===== config.mk =====
export PLATFORM = sky130hd
export DESIGN_NAME = sb_tx_scheduler
export DESIGN_NICKNAME = d
export VERILOG_FILES = /design/src/rtl/sb_tx_scheduler.sv
export SDC_FILE = /design/constraint.sdc
export NUM_CORES = 1
export LEC_CHECK = 0
export CAP_MARGIN = 40
export CORE_AREA = 2 2 232 234
export CTS_CLUSTER_SIZE = 28
export DETAILED_ROUTE_END_ITERATION = 16
export DIE_AREA = 0 0 234 236
export GPL_ROUTABILITY_DRIVEN = 0
export PLACE_DENSITY = 0.51
export SLEW_MARGIN = 0
export SYNTH_ARGS = -nofsm -noshare
export SYNTH_HDL_FRONTEND = slang
export SYNTH_SLANG_ARGS = --single-unit

===== constraint.sdc =====
create_clock -name i_sb_clk -period 8 [get_ports i_sb_clk]
set_input_delay 2.4 -clock i_sb_clk [delete_from_list [all_inputs] [get_ports i_sb_clk]]
set_output_delay 2.4 -clock i_sb_clk [all_outputs]
set_load 0.02 [all_outputs]

===== src/rtl/sb_tx_scheduler.sv =====
// Sideband TX scheduler: round-robin arbitration of NUM_REQ packet sources onto one serializer.
// Optional SB_TX_SCHED_PRIO_EN gives requester 0 strict priority over a round-robin of the rest.
module sb_tx_scheduler #(
    parameter int NUM_REQ    = 4,
    parameter int SER_CYCLES = 8,
    parameter int GAP_CYCLES = 4
) (
    input  logic                         i_sb_clk,
    input  logic                         i_rst,
    input  logic                         i_tx_en,
    input  logic [NUM_REQ-1:0]           i_req_valid,
    input  logic [NUM_REQ-1:0]           i_req_has_data,
    input  logic [NUM_REQ*64-1:0]        i_req_hdr,
    input  logic [NUM_REQ*64-1:0]        i_req_data,
    output logic [NUM_REQ-1:0]           o_req_ready,
    output logic [63:0]                  o_ser_data,
    output logic                         o_ser_enable,
    output logic                         o_busy,
    output logic [$clog2(NUM_REQ)-1:0]   o_grant_id
);

    localparam int IW   = $clog2(NUM_REQ);
    localparam int MAXC = (SER_CYCLES > GAP_CYCLES) ? SER_CYCLES : GAP_CYCLES;
    localparam int CW   = (MAXC > 1) ? $clog2(MAXC) : 1;
    localparam logic [CW-1:0] SER_LAST = CW'(SER_CYCLES - 1);
    localparam logic [CW-1:0] GAP_LAST = CW'(GAP_CYCLES - 1);
    localparam logic [IW-1:0] PTR_INIT = IW'(NUM_REQ - 1);

    typedef enum logic [1:0] {
        IDLE = 2'd0,
        HDR  = 2'd1,
        DATA = 2'd2,
        GAP  = 2'd3
    } state_t;

    state_t         state;
    logic [CW-1:0]  cnt;
    logic [IW-1:0]  ptr;
    logic [63:0]    data_buf;
    logic           has_data_buf;
    logic [IW:0]    pick;
    logic           win_found;
    logic [IW-1:0]  win;
    logic           accept_open;
    logic           accept;

    // Round-robin search starting one past the pointer; returns {found, index}.
    function automatic logic [IW:0] rr_pick(input logic [NUM_REQ-1:0] valid,
                                            input logic [IW-1:0]      last);
        logic          found;
        logic [IW-1:0] idx;
        int            cand;
        found = 1'b0;
        idx   = '0;
`ifdef SB_TX_SCHED_PRIO_EN
        if (valid[0]) begin
            found = 1'b1;
        end
`endif
        for (int k = 1; k <= NUM_REQ; k++) begin
            cand = (int'(last) + k) % NUM_REQ;
`ifdef SB_TX_SCHED_PRIO_EN
            if (!found && (cand != 0) && valid[cand]) begin
`else
            if (!found && valid[cand]) begin
`endif
                found = 1'b1;
                idx   = IW'(cand);
            end
        end
        return {found, idx};
    endfunction

    assign accept_open = !i_rst && i_tx_en &&
                         ((state == IDLE) || ((state == GAP) && (cnt == '0)));

    // Winner selection and one-hot acceptance strobe.
    always_comb begin
        pick        = rr_pick(i_req_valid, ptr);
        win_found   = pick[IW];
        win         = pick[IW-1:0];
        accept      = accept_open && win_found;
        o_req_ready = '0;
        if (accept) begin
            o_req_ready[win] = 1'b1;
        end else begin
            o_req_ready = '0;
        end
    end

    // Packet sequencer: latches the winner and walks HDR -> DATA -> GAP with registered outputs.
    always_ff @(posedge i_sb_clk) begin
        if (i_rst) begin
            state        <= IDLE;
            cnt          <= '0;
            ptr          <= PTR_INIT;
            o_grant_id   <= '0;
            o_ser_data   <= 64'd0;
            o_ser_enable <= 1'b0;
            o_busy       <= 1'b0;
            data_buf     <= 64'd0;
            has_data_buf <= 1'b0;
        end else if (accept) begin
            data_buf     <= i_req_data[int'(win)*64 +: 64];
            has_data_buf <= i_req_has_data[win];
            o_grant_id   <= win;
`ifdef SB_TX_SCHED_PRIO_EN
            // A strict-priority win by requester 0 leaves the rotation untouched.
            if (win != '0) begin
                ptr <= win;
            end
`else
            ptr          <= win;
`endif
            state        <= HDR;
            cnt          <= SER_LAST;
            o_ser_data   <= i_req_hdr[int'(win)*64 +: 64];
            o_ser_enable <= 1'b1;
            o_busy       <= 1'b1;
        end else begin
            case (state)
                IDLE: begin
                    o_ser_data   <= 64'd0;
                    o_ser_enable <= 1'b0;
                    o_busy       <= 1'b0;
                end
                HDR: begin
                    if (cnt != '0) begin
                        cnt <= cnt - 1'b1;
                    end else if (has_data_buf) begin
                        state      <= DATA;
                        cnt        <= SER_LAST;
                        o_ser_data <= data_buf;
                    end else begin
                        state        <= GAP;
                        cnt          <= GAP_LAST;
                        o_ser_data   <= 64'd0;
                        o_ser_enable <= 1'b0;
                    end
                end
                DATA: begin
                    if (cnt != '0) begin
                        cnt <= cnt - 1'b1;
                    end else begin
                        state        <= GAP;
                        cnt          <= GAP_LAST;
                        o_ser_data   <= 64'd0;
                        o_ser_enable <= 1'b0;
                    end
                end
                GAP: begin
                    // No accept in the final gap cycle means the link goes quiet.
                    if (cnt != '0) begin
                        cnt <= cnt - 1'b1;
                    end else begin
                        state  <= IDLE;
                        o_busy <= 1'b0;
                    end
                end
                default: begin
                    state        <= IDLE;
                    cnt          <= '0;
                    o_ser_data   <= 64'd0;
                    o_ser_enable <= 1'b0;
                    o_busy       <= 1'b0;
                end
            endcase
        end
    end

endmodule

== Yosys cells after proc, flatten, opt, wreduce, memory -nomap -nowiden ==
Index checks and enable logic that the tools add are counted.
Cells by class
  equality and inequality tests: 11
  bitwise logic cells: 4
  reductions and logical operators: 31
  $add $sub $neg: 5
  magnitude comparators: 6
  shifts and indexed selects: 2
  multiplexer cells: 49
Operators with widths (number)
  256-bit by 9-bit variable part select with 64-bit output: 2
  64-bit 2-to-1 mux: 4
  64-bit one-hot mux with 3 select lines: 1
  1-bit 2-to-1 mux: 21
  3-bit by 4-bit < comparator with 1-bit output, second input constant: 4
  3-bit 2-to-1 mux: 5
  2-bit 2-to-1 mux: 7
  3-bit inequality test, second input constant: 4
  4-bit AND reduction: 3
  1-bit binary-select mux with 2-bit select: 5
  2-bit OR reduction: 5
  3-bit one-hot mux with 3 select lines: 1
  3-bit nonzero test: 3
  1-bit logical AND: 8
  4-bit nonzero test: 2
  2-bit inequality test, second input constant: 3
  2-bit one-hot mux with 3 select lines: 1
  2-bit by 1-bit adder with 2-bit output, second input constant: 2
  2-bit adder, second input constant: 2
  1-bit bitwise AND, first input constant: 4
  2-bit equality test, second input constant: 2
  1-bit zero test: 4
  4-bit 2-to-1 mux: 1
  2-bit AND reduction: 2
  other kinds (12): 12
Word-level totals
  word-level logic and storage cells: 118
  bits in registers: 140
  output and inout bits: 72
  bits of input ports: 523

== Logic depth before layout (Yosys ltp) ==
Gate-level depths: netlist of the first run.
  depth in word-level cells: 21
  gate-level depth with buffers: 12
  gate-level depth less buffers: 8

== Worst setup path after synthesis of the first run ==
Ideal clock, no wire load.
  kind: in2out
  start: input port i_req_valid[3]
  end: output port o_req_ready[1]
  path slack: 1740 ps
  path buffers: 2
  data required time: 5600 ps
  cell stages on the path: 6
  arrival time: 3860 ps
  cell sequence: and3b_1 -> o32a_1 -> nor2_2 -> buf_2 -> clkbuf_1 -> and2_1
Between the ends
  word-level cells in the longest chain between the ends: 18
  elaborated cells on any way between the ends: 33
  classes of those cells: 2 x order compare; 23 x mux; 8 x reduce/logical
RTL lines
  from (decl): RTL line 11  | input logic [NUM_REQ-1:0] i_req_valid,
  1-bit binary-select mux with 2-bit select: RTL line 65  | if (!found && valid[cand]) begin
  1-bit 2-to-1 mux (not written as such) (2 in a row): RTL line 65
  1-bit 2-to-1 mux: RTL line 65
  1-bit zero test: RTL line 65
  1-bit logical AND: RTL line 65
  1-bit 2-to-1 mux: RTL line 65
  1-bit zero test: RTL line 65
  1-bit logical AND: RTL line 65
  1-bit 2-to-1 mux: RTL line 65
  1-bit zero test: RTL line 65
  1-bit logical AND: RTL line 65
  2-bit 2-to-1 mux: RTL line 65
  2-bit by 3-bit < comparator with 1-bit output (not written as such) or 2-bit by 1-bit greater-or-equal comparator with 1-bit output (tied branches): RTL line 85  | o_req_ready[win] = 1'b1;
  1-bit logical AND (not written as such): RTL line 85
  1-bit 2-to-1 mux (not written as such): RTL line 85
  1-bit demux with 2-bit select: RTL line 85
  4-bit 2-to-1 mux *: RTL line 84  | if (accept) begin
  to (decl): RTL line 15  | output logic [NUM_REQ-1:0] o_req_ready,
Every way passes the cells marked *; elsewhere a longest branch is shown, timed or not. The select of a mux whose other input is x is not followed.

== Worst setup path after layout of the first run ==
Same ends and word-level chain as after synthesis.

==> results of run 1 <==
[report_power, final]
group	internal [mW]	switching (mW)	leakage, nW
combinational	1.04	1.29	4.93
clock	0.440	0.344	0.264
sequential	0.913	0.118	1.15
[metal layers]
metal  vias to the layer above  GRT usage  share of wire
met5                         -          0        0.00024
met4                         2     0.0502          0.017
met2                       449      0.322           0.49
met3                        44     0.0421          0.064
li1                       5601          -              -
met1                      5646      0.234           0.43
[registers in the layout, indices dropped and copies added, names as in the netlist]
register / cells
o_ser_data: 64
state: 2
o_busy: 1
o_grant_id: 2
ptr: 2
cnt: 3
has_data_buf: 1
o_ser_enable: 1
data_buf: 64
[layout by cell type (no fill, tap or decap), drive strengths merged, types with 5 or more instances in the layout]
master / Yosys / layout
clkdlybuf4s50: 0 / 594
a21oi: 140 / 140
dfxtp: 140 / 140
o21ai: 137 / 137
o211ai: 128 / 128
nand2: 72 / 72
mux2i: 67 / 67
nand3: 66 / 66
a221o: 65 / 65
and3: 65 / 65
mux2: 65 / 65
a21boi: 64 / 64
clkbuf: 104 / 24
buf: 38 / 24
nor2: 15 / 15
ha: 9 / 9
inv: 9 / 9
clkinv: 0 / 5
[cell type report]
| type | count | area, um2 | share of cell area |
|---|---|---|---|
| well taps | 696 | 871 | 0.0512 |
| inverters | 9 | 33.8 | 0.00199 |
| diodes | 1 | 2.50 | 0.000147 |
| multi-input cells | 919 | 6490 | 0.382 |
| flip-flops and latches | 140 | 2800 | 0.165 |
| clock inverters | 7 | 66.3 | 0.00390 |
| repair buffers | 618 | 6270 | 0.368 |
| clock buffers | 24 | 472 | 0.0277 |
[how the worst min path moves through the flow]
stage                             start       endpoint  slack, ns  depth (start not counted)
final                     o_grant_id[1]  o_grant_id[1]       0.46                          2
after global routing             o_busy         o_busy       0.47                          2
after CTS                 o_grant_id[1]  o_grant_id[1]       0.46                          2
after detailed placement  o_grant_id[1]  o_grant_id[1]       0.45                          2
after global placement           o_busy         o_busy       0.44                          2
after floorplan            data_buf[30]   data_buf[30]       0.45                          1
[critical path: stages]
cell and delay [ns]:
clkdlybuf4s50_1 0.59, or3b_4 0.44, o21a_4 0.14, o21ai_0 0.22, and2_1 0.30, clkdlybuf4s50_1 0.70
[kinds of logic after synthesis]
group | share of synthesized area
multiplexers | 0.157
flip-flops | 0.284
buffers and inverters | 0.0671
AO/OA/AOI/OAI | 0.362
AND/OR/NAND/NOR | 0.119
adder cells (fa/ha/maj) | 0.0114
[synthesized netlist by cell type, types with 10 or more instances]
library cell,n,share of area
a21oi_1,140,0.071
dfxtp_1,140,0.28
o21ai_0,135,0.068
o211ai_1,128,0.097
clkbuf_1,104,0.039
nand2_1,71,0.027
mux2i_1,67,0.068
nand3_1,66,0.033
a221o_1,65,0.066
and3_1,65,0.041
a21boi_0,64,0.049
mux2_4,40,0.061
mux2_2,25,0.028
buf_2,14,0.0071
nor2_1,13,0.0049
buf_1,10,0.0038
==> impl_metrics.toml, run 1 <==
[status]
status = "finished clean"

[synthesis]
postSynthCellCount = 1210
synth-edff-count = 0
async_reset_ff_frac = 0
yosysUniqueCellTypes = 43
post_synth_instance_area_um2 = 9880
synth-seq-area-share = 0.284
synth-seq-cells = 140
ys.flop_type = "dfxtp_1"
yosysWarnings = 0
synth.avg_cell_area_um2 = 8.17
synth_fp_nets = 1742

[clocking]
cts_setup_buffers = 0
clk_path_buf_depth = 2
clk_pin_slew_worst_paths_ns = 0.06
cts_inserted_buffers = 17
cts_tree = "built"
cts_resized = 0
htree_levels = 4
clockRootBuffer = "clkbuf_16"
cts.sinks = 140
hold_buffers = 0
clock_latency_ns = 0.48

[worst_setup_path]
r2r_end = "data_buf[24]"
critPathCaptureType = "primary output"
critPathLaunch = "i_req_valid[3]"
worstPathArrival_ns = 4.79
worst_setup_path_start_kind = "primary input"
critical_path_required_ns = 5.60
crit_fanout = 7
setup.worst_path.class = "in2out"
r2r_cells = 10
crit-reg2reg-launch = "cnt[0]"
endpoint = "o_req_ready[1]"
rrSetupSlack_ns = 4.63

[finish]
nNetsFinal = 2237
n_fill_cell = 5563
fin_area_um2 = 17000
final_layout_size_suffix_gt1_frac = 0.0757
stdcell_count = 2414
syn2layout_area_growth_pct = 72.1
postLayoutCoreUtil = 0.320

[route]
wirelength_um = 53100
drt_iter0_drc = 743
routed-via-count = 11700
via_per_inst = 4.86
antenna_left = 0
drc = 0
dr.pass1.iters = 5
avgRoutedWirePerCell_um = 22.0

[flow_run]
cap_violations = 0

[global_routing]
antenna_found_initial = 2
grt_usage = 0.188
grt_max_degree = 194
grt_overflow = 0
grt_pass1_wl_um = 77600
grt_pass1_vias = 12200

[pwr]
ir_drop_mv = 0.243
leakagePower_nw = 6.35
power.total_mw = 4.14
powerDensity_nw_per_um2 = 244

[timing]
hold_slack_ns = 0.459
skew_ns = 0.0154
slew_violations = 0
slew_headroom = 0.216
worst_slack_ns = 0.805
post-route-period-util = 0.899
fmax_mhz = 139
setup-violations-final = 0
hold_violations = 0
finalSetupTns_ns = 0
rsz0062_at_grt = "false"
min_period_ns = 7.19
worstMarginPinSlew_ns = 1.18

[place]
port_buffers = 594
pre_cts_slack_ns = 0.810
dpl_cell_area_um2 = 16500
dp_hpwl_um = 38000
dp_cells = 2382

[floorplan]
die_height_um = 236
start_util = 0.186
ios = 595
core-area_um2 = 53100
dieArea_um2 = 55200
dieWidth_um = 234
fp-row-count = 85

[min_path]
hold_path.class = "reg2reg"
Note: power is estimated with default switching activity, not from simulation.
==> run 2, diff against run 1 <==
Settings changed: GPL_TIMING_DRIVEN set to 0.
==> run 2 against run 1 <==
Critical path depth up 2. Via count up 5.5%. Sequential power about the same. Cell area up 2.6%. Non-clock buffer count up 127. Global-route usage up 2.5 points. Worst setup slack worse by 0.61 ns. Critical path type unchanged. Critical endpoint unchanged.
==> impl_metrics.toml, run 2 (synthesized netlist as in run 1, its figures left out) <==
[status]
status = "finished clean"

[route]
routed-via-count = 12400
avgRoutedWirePerCell_um = 23.7
drt_iter0_drc = 689
antenna_left = 0
wirelength_um = 60200
drc = 0
dr.pass1.iters = 5
via_per_inst = 4.88

[worst_setup_path]
worstPathCellList = "clkdlybuf4s50_1 -> and3b_1 -> o32a_1 -> nor2_4 -> buf_6 -> clkbuf_1 -> and2_1 -> clkdlybuf4s50_1"
crit_fanout = 13
cp_slowest_cell = "clkdlybuf4s50_1"
path_delay_family = "buffers and inverters"
cp_num_buf_inv = 4
worstPathArrival_ns = 5.41
setup.worst_path.class = "in2out"
critical_path_required_ns = 5.60
cpPeakStageDelay_ns = 0.65
worst_setup_path_start_kind = "primary input"
critPathCaptureType = "primary output"
cp_common_cell = "clkdlybuf4s50_1"

[floorplan]
die_height_um = 236
dieArea_um2 = 55200
fp-row-count = 85
start_util = 0.186
ios = 595
dieWidth_um = 234
core-area_um2 = 53100

[global_routing]
grt_pass1_wl_um = 85700
grt_overflow = 0
grt_pass1_vias = 13000
grt_max_degree = 20
grt_usage = 0.213
antenna_found_initial = 2

[finish]
nNetsFinal = 2364
syn2layout_area_growth_pct = 76.5
antennaDiodeCount = 0
top_regs = "data_buf: 64 flops, o_ser_data: 64 flops, cnt: 3 flops"
final_cell_mix = "clkdlybuf4s50_1, a21oi_1, dfxtp_1"
layout_commonest_cell = "clkdlybuf4s50_1"
stdcell_count = 2538
final_layout_size_suffix_gt1_frac = 0.0744

[pwr]
powerDensity_nw_per_um2 = 247
leakagePower_nw = 6.52
power.total_mw = 4.31
ir_drop_mv = 0.173

[timing]
hold_violations = 0
fmax_mhz = 128
skew_ns = 0.00971
worstMarginPinSlew_ns = 0.714
slew_violations = 0
finalSetupTns_ns = 0
rsz0062_at_grt = "false"
post-route-period-util = 0.976
min_period_ns = 7.81
worst_slack_ns = 0.192
setup-violations-final = 0
slew_headroom = 0.522

[place]
pre_cts_slack_ns = -0.333
dp_hpwl_um = 49300
port_buffers = 594
dp_cells = 2511

[clocking]
cts_tree = "built"
htree_levels = 4
clk_pin_slew_worst_paths_ns = 0.06
cts.sinks = 140
clk_path_buf_depth = 2
clockRootBuffer = "clkbuf_16"
hold_buffers = 0
cts_inserted_buffers = 17
cts_setup_buffers = 0
clock_latency_ns = 0.49
cts_resized = 1

[min_path]
hold_path.class = "reg2reg"

[flow_run]
cap_violations = 0
[run 2: changes by cell type in the layout (fill, tap and decap cells not counted), moves of 3 or more]
cell,before,now
buf_1,0,10
buf_12,8,0
buf_2,0,13
buf_4,14,7
buf_6,0,12
buf_8,0,5
bufinv_16,1,4
clkbuf_1,5,104
clkinv_2,4,1
clkinvlp_4,1,5
[run 2: final cells by class]
type	instances	area (um2)
Multi-Input combinational cell	919	6420
Fill cell	5620	35600
Sequential cell	140	2800
Timing Repair Buffer	605	6080
Inverter	9	33.8
Clock inverter	11	171
Buffer	140	619
Tap cell	696	871
Clock buffer	18	439
[run 2: worst reg2reg max path, cell delays in order, from the launching register on]
cell,delay [ns]
dfxtp_1,0.33
inv_1,0.06
ha_1,0.21
ha_1,0.18
clkbuf_1,0.19
a21o_1,0.24
and3_1,0.16
buf_2,0.23
nand2_4,0.36
clkbuf_1,0.52
a21oi_1,0.15
a221o_1,0.29
[run 2: stage by stage]
stage / cell area [um2] / utilization / hold slack [ns]
after floorplan: 9880 / - / 0.455
after global placement: 16700 / 0.315 / 0.448
after detailed placement: 16800 / 0.317 / 0.449
after CTS: 17400 / 0.329 / 0.458
after global routing: 17400 / 0.329 / 0.494
final: 17400 / 0.329 / 0.458
[run 2: per-layer routing]
layer  vias to the layer above  routed length [um]  share of wire  global-route usage
met5                         -                  16        0.00027                   0
met4                         2                1260          0.021              0.0616
met3                        57                4130          0.069              0.0481
met2                       504               29400           0.49               0.369
met1                      5970               25400           0.42               0.260
li1                       5859                   -              -                   -
[run 2: path summary, 6_finish.rpt]
kind | depth (start not counted) | to | start | slack (ns)
min | 2 | o_busy | o_busy | 0.46
max reg2reg | 11 | data_buf[51] | cnt[0] | 4.99
min reg2reg | 2 | o_busy | o_busy | 0.46
max | 8 | o_req_ready[1] | i_req_valid[3] | 0.19
[run 2: report_power, final]
group | switching [mW] | total, mW | internal (mW)
Combinational | 1.35 | 2.41 | 1.05
Sequential | 0.127 | 1.04 | 0.913
Clock | 0.345 | 0.867 | 0.522
Total | 1.83 | 4.31 | 2.49
